File: src/rtl/wr_full_afull.sv
// Write-side pointer and flag logic for an asynchronous FIFO: binary/Gray write pointer,
// occupancy against the synchronised read pointer, full/almost-full and sticky overflow.
module wr_full_afull #(
    parameter int ADDR_SIZE    = 4,
    parameter int AFULL_THRESH = (1 << ADDR_SIZE) - 2
) (
    input  logic                 wr_clk,
    input  logic                 wr_rst,
    input  logic                 wr_inc,
    input  logic [ADDR_SIZE:0]   wr_q2_rptr,
    input  logic                 wr_ovf_clr,
    output logic [ADDR_SIZE-1:0] wr_addr,
    output logic [ADDR_SIZE:0]   wr_ptr,
    output logic                 wr_full,
    output logic                 wr_afull,
    output logic [ADDR_SIZE:0]   wr_level,
    output logic                 wr_ovf,
    output logic                 wr_en
);

    localparam logic [ADDR_SIZE:0] AFULL_LVL = AFULL_THRESH[ADDR_SIZE:0];

    logic [ADDR_SIZE:0] wr_bin;
    logic [ADDR_SIZE:0] wr_bin_next;
    logic [ADDR_SIZE:0] wr_gray_next;
    logic [ADDR_SIZE:0] rd_bin;
    logic [ADDR_SIZE:0] level_next;
    logic               full_next;
    logic               afull_next;
    logic               ovf_next;

    assign wr_en        = wr_inc & ~wr_full;
    assign wr_addr      = wr_bin[ADDR_SIZE-1:0];
    assign wr_bin_next  = wr_bin + {{ADDR_SIZE{1'b0}}, wr_en};
    assign wr_gray_next = (wr_bin_next >> 1) ^ wr_bin_next;

    // Each binary bit is the XOR of all Gray bits at or above it.
    always_comb begin
        rd_bin = '0;
        for (int i = 0; i <= ADDR_SIZE; i++) begin
            rd_bin[i] = ^(wr_q2_rptr >> i);
        end
    end

    assign level_next = wr_bin_next - rd_bin;
    assign full_next  = (wr_gray_next ==
                         {~wr_q2_rptr[ADDR_SIZE:ADDR_SIZE-1], wr_q2_rptr[ADDR_SIZE-2:0]});
    assign afull_next = (level_next >= AFULL_LVL);
    assign ovf_next   = (wr_inc & wr_full) | (wr_ovf & ~wr_ovf_clr);

    always_ff @(posedge wr_clk or negedge wr_rst) begin
        if (!wr_rst) begin
            wr_bin   <= '0;
            wr_ptr   <= '0;
            wr_full  <= 1'b0;
            wr_afull <= 1'b0;
            wr_level <= '0;
            wr_ovf   <= 1'b0;
        end else begin
            wr_bin   <= wr_bin_next;
            wr_ptr   <= wr_gray_next;
            wr_full  <= full_next;
            wr_afull <= afull_next;
            wr_level <= level_next;
            wr_ovf   <= ovf_next;
        end
    end

endmodule

File: config.mk
export PLATFORM = sky130hd
export DESIGN_NAME = wr_full_afull
export DESIGN_NICKNAME = d
export VERILOG_FILES = /design/src/rtl/wr_full_afull.sv
export SDC_FILE = /design/constraint.sdc
export NUM_CORES = 1
export LEC_CHECK = 0
export ABC_AREA = 1
export CORE_MARGIN = 1.5
export CORE_UTILIZATION = 33
export CTS_BUF_LIST = sky130_fd_sc_hd__clkbuf_2 sky130_fd_sc_hd__clkbuf_4 sky130_fd_sc_hd__clkbuf_8
export DETAILED_ROUTE_END_ITERATION = 10
export MAX_ROUTING_LAYER = met4
export SETUP_SLACK_MARGIN = 0.02
export SLEW_MARGIN = 10
export SYNTH_ARGS = -nofsm -noshare
export SYNTH_HDL_FRONTEND = slang
export SYNTH_SLANG_ARGS = --single-unit
File: constraint.sdc
create_clock -name wr_clk -period 2.9 [get_ports wr_clk]
set_input_delay 0.58 -clock wr_clk [delete_from_list [all_inputs] [get_ports wr_clk]]
set_output_delay 0.58 -clock wr_clk [all_outputs]
set_load 0.05 [all_outputs]
### Word-level counts from Yosys, hierarchy flattened

Cells that the tools add are included.

| word-level totals | value |
|---|---|
| register bits after elaboration | 18 |
| bits of input ports | 9 |
| logic and storage cells | 23 |
| memories kept | 0 |
| bits in latches | 0 |
| bits in read-only memories | 0 |
| memory bits (writable) | 0 |

| cells by class | value |
|---|---|
| add/sub/neg operators | 2 |
| bitwise operators | 8 |
| multiply operators | 0 |
| div/mod/pow operators | 0 |
| muxes and demuxes | 0 |
| shift operators | 0 |
| equal/unequal tests | 1 |
| reductions and logical operators | 5 |
| order comparisons | 1 |

Operators by type and width:

| cell | count |
|---|---|
| $reduce_xor A5 Y1 | 5 |
| $add A5 B1 Y5 | 1 |
| $eq A5 B5 Y1 | 1 |
| $ge A5 B4 Y1 const B | 1 |
| $sub A5 B5 Y5 | 1 |
| $xor A4 B5 Y5 | 1 |
| $and A1 B1 Y1 | 3 |
| $not A1 Y1 | 2 |
| $not A2 Y2 | 1 |
| $or A1 B1 Y1 | 1 |

### Longest topological paths before layout

Gate-level depths: netlist of the first run.

| depth | value |
|---|---|
| depth in word-level cells | 5 |
| gate-level depth with buffers | 16 |

### Worst setup path after synthesis of the first run

No wires, ideal clock.

| timing path | value |
|---|---|
| path type | flip-flop to flip-flop |
| start | reg wr_full |
| end | reg wr_afull |
| path slack | -168 ps |
| stages on the path, launching flop included | 15 |
| arrival time | 2,950 ps |
| clock period less this slack | 3,068 ps |
| library setup time | 118 ps |
| buffers on the path | 0 |
| data required time | 2,782 ps |
| cells stage by stage | dfrtp_1 nor2_1 ha_1 ha_1 nand2_1 nand2_2 inv_1 ha_1 inv_1 o21ai_0 nand2_1 nand2_1 nand2_1 nand2_1 nand2_1 |

| on the way | value |
|---|---|
| cells in the longest elaborated chain, start to end | 5 |

Ends and longest elaborated chain:

| what | line | RTL |
|---|---|---|
| start: declaration | 14 | `output logic wr_full,` |
| start signal: assignment | 62 | `wr_full <= full_next;` |
| $not A1 Y1 | 32 | `assign wr_en = wr_inc & ~wr_full;` |
| $and A1 B1 Y1 | 32 |  |
| via wr_en | 18 | `output logic wr_en` |
| $add A5 B1 Y5 | 34 | `assign wr_bin_next = wr_bin + {{ADDR_SIZE{1'b0}}, wr_en};` |
| via wr_bin_next[2] | 24 | `logic [ADDR_SIZE:0] wr_bin_next;` |
| $sub A5 B5 Y5 | 45 | `assign level_next = wr_bin_next - rd_bin;` |
| $ge A5 B4 Y1 | 48 | `assign afull_next = (level_next >= AFULL_LVL);` |
| via afull_next | 29 | `logic afull_next;` |
| end signal: assignment | 63 | `wr_afull <= afull_next;` |
| end: declaration | 15 | `output logic wr_afull,` |

The timed path passes the listed nets, and every way through them passes these cells.

### Worst setup path in the final report of the first run

| timing path | value |
|---|---|
| start | in wr_q2_rptr[4] |
| end | reg wr_afull |

| on the way | value |
|---|---|
| cells in the longest elaborated chain, start to end | 3 |
| elaborated cells between the ends (all ways) | 7 |

Ends and longest elaborated chain:

| what | line | RTL |
|---|---|---|
| start: declaration | 10 | `input logic [ADDR_SIZE:0] wr_q2_rptr,` |
| $reduce_xor A5 Y1 | 41 | `rd_bin[i] = ^(wr_q2_rptr >> i);` |
| $sub A5 B5 Y5 (*) | 45 |  |
| via level_next[2] | 27 | `logic [ADDR_SIZE:0] level_next;` |
| $ge A5 B4 Y1 (*) | 48 |  |
| via afull_next | 29 |  |

Mark *: on every way through the listed nets, which the timed path passes. The rest lies on a longest branch.

==> results of run 1 <==
[final timing paths]
check | start | endpoint | cells after the start
setup / recovery | wr_q2_rptr[4] | wr_afull$_DFF_PN0_ | 13
hold / removal | wr_ovf$_DFF_PN0_ | wr_ovf$_DFF_PN0_ | 2
setup reg to reg | wr_full$_DFF_PN0_ | wr_level[3]$_DFF_PN0_ | 11
hold reg to reg | wr_ovf$_DFF_PN0_ | wr_ovf$_DFF_PN0_ | 2
max in group asynchronous | wr_rst | wr_afull$_DFF_PN0_ | 1
min in group asynchronous | wr_rst | wr_full$_DFF_PN0_ | 1
[state kept, by name, summed over array words and instances (netlist names)]
name and flops:
wr_afull 1, wr_bin 5, wr_full 1, wr_level 5
wr_ovf 1, wr_ptr 4
[tightest hold or removal path: stages (launching register included)]
cell and delay [ns]:
dfrtp_1 0.39, inv_1 0.05, o21ai_0 0.07
[final cells by class]
| class | count | area, um^2 |
|---|---|---|
| Fill cell | 298 | 1390 |
| Multi-Input combinational cell | 86 | 488 |
| Sequential cell | 17 | 425 |
| Timing Repair Buffer | 37 | 340 |
| Inverter | 25 | 93.8 |
| Tap cell | 31 | 38.8 |
| Clock buffer | 3 | 22.5 |
| Clock inverter | 1 | 5.00 |
[through the flow]
stage | setup TNS, ns | std cells | setup slack [ns]
floorplan | 0 | 128 | 0.0968
CTS | 0 | 200 | 0.214
detailed placement | -0.121 | 196 | -0.0681
global route | 0 | 200 | 0.0660
global placement | -0.0524 | 196 | -0.0323
finish | 0 | 200 | 0.228
[cells by family (layout without fill, tap and decap cells)]
group	after synthesis	after routing
buf+inv	25	66
compound gates	3	3
flops	17	17
fa+ha+maj	6	6
simple gates	72	72
xor+xnor	5	5
[synth_stat cells]
cell	number	area (um^2)
fa_1	1	20.0
inv_2	1	3.75
xor2_1	3	26.3
nand2_2	6	37.5
nand4_1	3	18.8
nand3b_1	2	15.0
xor2_2	1	16.3
nor2_1	4	15.0
dfrtp_1	17	425
o21ai_0	3	15.0
nand2_1	38	143
nand3_1	18	90.1
inv_1	24	90.1
xnor2_1	1	8.76
ha_1	5	62.6
and2_1	1	6.26
[timing repair]
item,in CTS,in global routing
setup endpoints to repair,0,2
hold endpoints to repair,0,0
resized for setup,0,2
[layer usage]
layer	track usage, %	vias up	routed length (um)
met3	0.670	2	113
li1	-	479	-
met2	22.2	21	1020
met1	18.7	402	921
met4	6.98	0	27
met5	-	-	0
==> impl_results.md, run 1 <==
- Skew final: about 0.00069 ns
- Synthesized instance count: ~130
- Cell Rows: 19
- Synth Area in Simple Gates: roughly a third
- Final period utilization: about 90%
- Synth Area in Adders: between 8 and 9%
- Largest family of logic cells by synthesized area: simple AND/OR/NAND/NOR gates
- Final Max Slew Viols: 0
- Final hold vios: 0
- GRT Resource Usage Total: between 10% and 20%
- Top Family by Delay on Critical Path: buffers and inverters
- Critical Path, Cell by Cell: clkdlybuf4s50_1 -> nand2_1 -> nand2_2 -> xor2_4 -> xor2_1 -> inv_1 -> ha_1 -> fa_1 -> xnor2_1 -> inv_1 -> nor2_1 -> nand3_1 -> nand2_1
- Unrepaired setup endpoints after global routing: false
- Crit Path Max Fanout: 3
- CP max-delay cell: clkdlybuf4s50_1
- Critical path data arrival time: 2.90 ns
- CORE AREA: 2810 um^2
- Area Overhead vs Synth: 42.3%
- Total gr overflow: 0
- H-tree depth: 1
- Reg clk slew, reported paths: approximately 0.10 ns
- Commonest non-fill, non-tap cell in the layout: nand2_1
- Post-synthesis cell area: about 990 um^2
- Number of synthesized register bits: 17
- Endpoints failing setup: 0
- TritonCTS Buffers: 3
- Remaining DRCs: 4
- First-pass GRT wire length: roughly 3.6 mm
- Outcome: finished, violations left
- Final instance area: around 1400 um^2
- Fin crit period: between 2 and 3 ns
- Commonest cells after routing, fill and taps aside: 38 x nand2_1, 25 x clkdlybuf4s50_1, 24 x inv_1, 18 x nand3_1, 17 x dfrtp_1
- Worst Setup Start Kind: input port
- Mean Syn Cell Area: 7.76 um^2
- Ports: 27
- Xor and xnor area share after synthesis: about 5.2%
- Synth cell types: 16
- Endpoint type of the worst setup path: flip-flop
- Final Core Density: 50.4%
- Placed Area: between 1000 and 1500 um^2
- Routed len/inst: around 10 um
- Failing checks: DRC
- Seq/Total Area, Yosys: between 40 and 50%
- Hold_buf cts: 0
- Maxcap violations: 0
- Mux contribution to synthesized area: 0%
- Setup repair bufs after CTS: 0
- Clk buf depth: 2
- Compound-gate portion of the synthesized area: under 10%
- Starting Density: 35.4%
- Largest net degree at the start of global routing: 18
- Via count: roughly 900
- HP Class: reg2reg
- Die height: 57.9 um
- Pre-antenna DRT Iters: 7
- Hold slack: 0.540 ns
- Syn Nets: about 140
- Total Wirelength: about 2.1 mm
- CP peak stage delay: approximately 0.52 ns
- Initial antenna violation count: 0
- F_max: between 300 and 400 MHz
- Worst-margin pin slew: about 0.76 ns
- Reg2reg setup slack: between 0.7 and 0.8 ns
- Clk_lat worst skew: roughly 0.28 ns
- Buf/Inv on CP: 3
- CTS sink count: 17
- CTS tree: built
- DR iter-0 viols: 22
- CP Data Required Time: around 3.1 ns
- RD Place Congestion: 0.826
- Max_slew headroom: around half
- DP Wirelength: ~1.7 mm
- Die Area: about 3300 um^2
- Routed vias/inst: 4.52
- Synth warn: 0
- Worst Path Class, Setup: in2reg
- Buffers added on ports: 26
- Layout cells sized above 1: between 10 and 15%
- Nets: ~190
- Vias in the first global route: roughly 860
- Root Driver: clkbuf_4
- Antenna-violating nets left: 0
- Die X: roughly 58 um
- Number of diodes: 0
Power of run 1 is not shown: default switching activity piles up to over one toggle a cycle in this logic, so the estimate is an artifact.
==> run 2, diff against run 1 <==
Settings changed: TNS_END_PERCENT set to 100.
==> results of run 2 <==
The final DEF is identical to that of run 1; final timing and power are the same.
Power of run 2 is left out for the same reason.
==> run 3, diff against run 2 <==
Settings changed: ABC_AREA 1 to 0, CTS_BUF_LIST sky130_fd_sc_hd__clkbuf_2 sky130_fd_sc_hd__clkbuf_4 sky130_fd_sc_hd__clkbuf_8 to sky130_fd_sc_hd__clkbuf_4 sky130_fd_sc_hd__clkbuf_8.
==> impl_results.md, run 3 <==
- Outcome: completed (was finished, violations left)
- Final period utilization: 94.1% (was 92.1%)
- Top Registers: wr_bin (5), wr_level (5), wr_ptr (4) (unchanged)
- Worst Setup Start Kind: input port (unchanged)
- F_max: 366 MHz (was 374 MHz)
- Worst-margin pin slew: 0.771 ns (was 0.757 ns)
- Unrepaired setup endpoints after global routing: false (unchanged)
- Antenna-violating nets left: 0 (unchanged)
- Final Core Density: 51.4% (was 50.4%)
- Top post-synthesis cells by area: dfrtp_1 46%, xnor2_1 8.4%, ha_1 6.7% (was dfrtp_1 43%, nand2_1 14%, nand3_1 9.1%)
- Post-synthesis cell area: 935 um^2 (was 993 um^2)
- Mean Syn Cell Area: 12.3 um^2 (was 7.76 um^2)
- CP Data Required Time: 3.09 ns (was 3.13 ns)
- Max_slew headroom: 48.5% (was 49.3%)
- Setup crit start: wr_q2_rptr[3] (was wr_q2_rptr[4])
- Final Max Slew Viols: 0 (unchanged)
- Skew final: 0.00276 ns (was 0.000690 ns)
- Biggest area consumer among synthesized cells: dfrtp_1 (unchanged)
- Hold_buf cts: 0 (unchanged)
- Clk buf depth: 2 (unchanged)
- Maxcap violations: 0 (unchanged)
- DR iter-0 viols: 15 (was 22)
- Most frequent cell after synthesis: dfrtp_1 (was nand2_1)
- Fin crit period: 2.73 ns (was 2.67 ns)
- GRT Resource Usage Total: 15.0% (was 14.1%)
- Ys flop type: dfrtp_1 (unchanged)
- Commonest cells after routing, fill and taps aside: 22 x clkdlybuf4s50_1, 18 x buf_4, 17 x dfrtp_1, 9 x xnor2_1, 8 x inv_1 (was 38 x nand2_1, 25 x clkdlybuf4s50_1, 24 x inv_1, 18 x nand3_1, 17 x dfrtp_1)
- Routed len/inst: 12.1 um (was 10.4 um)
- Number of diodes: 0 (unchanged)
- H-tree depth: 1 (unchanged)
- Clk_lat worst skew: 0.29 ns (was 0.28 ns)
- First-pass GRT wire length: 3.39 mm (was 3.55 mm)
- Commonest cells post-synth: 17 x dfrtp_1, 9 x xnor2_1, 8 x inv_1, 7 x xor2_1, 5 x ha_1 (was 38 x nand2_1, 24 x inv_1, 18 x nand3_1, 17 x dfrtp_1, 6 x nand2_2)
- Synth cell types: 26 (was 16)
- CTS tree: built (unchanged)
- Number of synthesized register bits: 17 (unchanged)
- Nets: 138 (was 185)
- Buffers added on ports: 26 (unchanged)
- CORE AREA: 2710 um^2 (was 2810 um^2)
- Placed Instances: 148 (was 196)
- Vias in the first global route: 735 (was 856)
- Die Area: 3160 um^2 (was 3350 um^2)
- Hold path start: wr_ovf$_DFF_PN0_ (unchanged)
- Starting Density: 34.5% (was 35.4%)
- Largest net degree at the start of global routing: 18 (unchanged)
- Synth warn: 0 (unchanged)
- Die height: 56.2 um (was 57.9 um)
- Ports: 27 (unchanged)
- Final hold vios: 0 (unchanged)
- Reg2reg start: wr_full$_DFF_PN0_ (unchanged)
- Crit Path Max Fanout: 3 (unchanged)
- Synth top area share: 45.5% (was 42.8%)
- Layout Cells excl Fill: 153 (was 200)
- HP Class: reg2reg (unchanged)
- RD Place Congestion: 0.796 (was 0.826)
- Async SR Flop Fraction: 100% (unchanged)
- Synthesized instance count: 76 (was 128)
- Initial antenna violation count: 0 (unchanged)
- Total gr overflow: 0 (unchanged)
- Commonest non-fill, non-tap cell in the layout: clkdlybuf4s50_1 (was nand2_1)
- Post-synth EDFFs: 0 (unchanged)
- Critical path data arrival time: 2.92 ns (was 2.90 ns)
- Remaining DRCs: 0 (was 4)
- Via count: 682 (was 904)
- Die X: 56.2 um (was 57.9 um)
- Hold slack: 0.535 ns (was 0.540 ns)
- DP Wirelength: 1.45 mm (was 1.73 mm)
- Area Overhead vs Synth: 49.1% (was 42.3%)
- Worst Path Class, Setup: in2reg (unchanged)
- Routed vias/inst: 4.46 (was 4.52)
- Reg clk slew, reported paths: 0.10 ns (about the same)
- Endpoint type of the worst setup path: flip-flop (unchanged)
- Root Driver: clkbuf_4 (unchanged)
- Endpoints failing setup: 0 (unchanged)
- Cell Rows: 19 (unchanged)
- TritonCTS Buffers: 3 (unchanged)
- Layout cells sized above 1: 27.0% (was 14.8%)
- CTS sink count: 17 (unchanged)
- Syn Nets: 91 (was 143)
- Seq/Total Area, Yosys: 45.5% (was 42.8%)
- Pre-antenna DRT Iters: 4 (was 7)
- Total Wirelength: 1.84 mm (was 2.09 mm)
-- run 3: cell count changes in the layout (fill, tap and decap cells not counted), sizes merged, moves of 3 or more --
cell           before  now
nor2                4    0
inv                25    8
clkdlybuf4s50      25   22
nand2              44    3
nand4               3    0
nand3              18    4
buf                12   18
xor2                4    9
xnor2               1   10
-- run 3: final cells by class --
cell class / count / area [um^2]
Fill cell: 245 / 1320
Multi-Input combinational cell: 50 / 488
Sequential cell: 17 / 425
Timing Repair Buffer: 43 / 382
Tap cell: 31 / 38.8
Clock buffer: 4 / 30.0
Inverter: 8 / 30.0
-- run 3: per-layer routing --
layer  wire length [um]  vias up  share of wire, %  GRT usage (%)
met5                  0        -                 0              -
met4                 66        0               3.6           11.2
met3                 69        4               3.7           2.09
met2                891       17                48           22.4
met1                815      317                44           18.5
li1                   -      344                 -              -
-- run 3: critical path: stages --
cell	delay [ns]
dlygate4sd2_1	0.27
xnor2_2	0.23
xor2_2	0.23
xor2_2	0.22
xnor2_1	0.11
ha_2	0.20
fa_2	0.34
nor2b_2	0.15
nor3_2	0.06
o211a_1	0.21
a311o_1	0.32
-- run 3: stage by stage --
step                setup TNS [ns]  instance area, um^2  setup slack [ns]
floorplan                        0                  942            0.0220
global placement            -0.777                 1350            -0.396
detailed placement          -0.963                 1350            -0.480
CTS                              0                 1380            0.0478
global route                     0                 1390            0.0243
finish                           0                 1390             0.171
-- run 3: repair_timing --
action	4_1_cts	5_1_grt
resized for setup	2	7
pin swaps	3	4
buffers inserted	1	0
endpoints found under the setup margin	2	2
-- run 3: final timing paths --
check / to / cells after the start / slack [ns]
setup / recovery: wr_afull$_DFF_PN0_ / 11 / 0.17
hold / removal: wr_ovf$_DFF_PN0_ / 2 / 0.54
setup reg to reg: wr_afull$_DFF_PN0_ / 9 / 0.55
hold reg to reg: wr_ovf$_DFF_PN0_ / 2 / 0.54
max in group asynchronous: wr_level[0]$_DFF_PN0_ / 1 / 1.70
min in group asynchronous: wr_ptr[1]$_DFF_PN0_ / 1 / 0.73
-- run 3: cell families after synthesis --
family,synth area share (%)
AO/OA/AOI/OAI,7.63
flip-flops,45.5
adder cells (fa/ha/maj),8.84
buffers and inverters,4.42
XOR/XNOR,25.2
AND/OR/NAND/NOR,8.43
Power of run 3 is left out for the same reason.
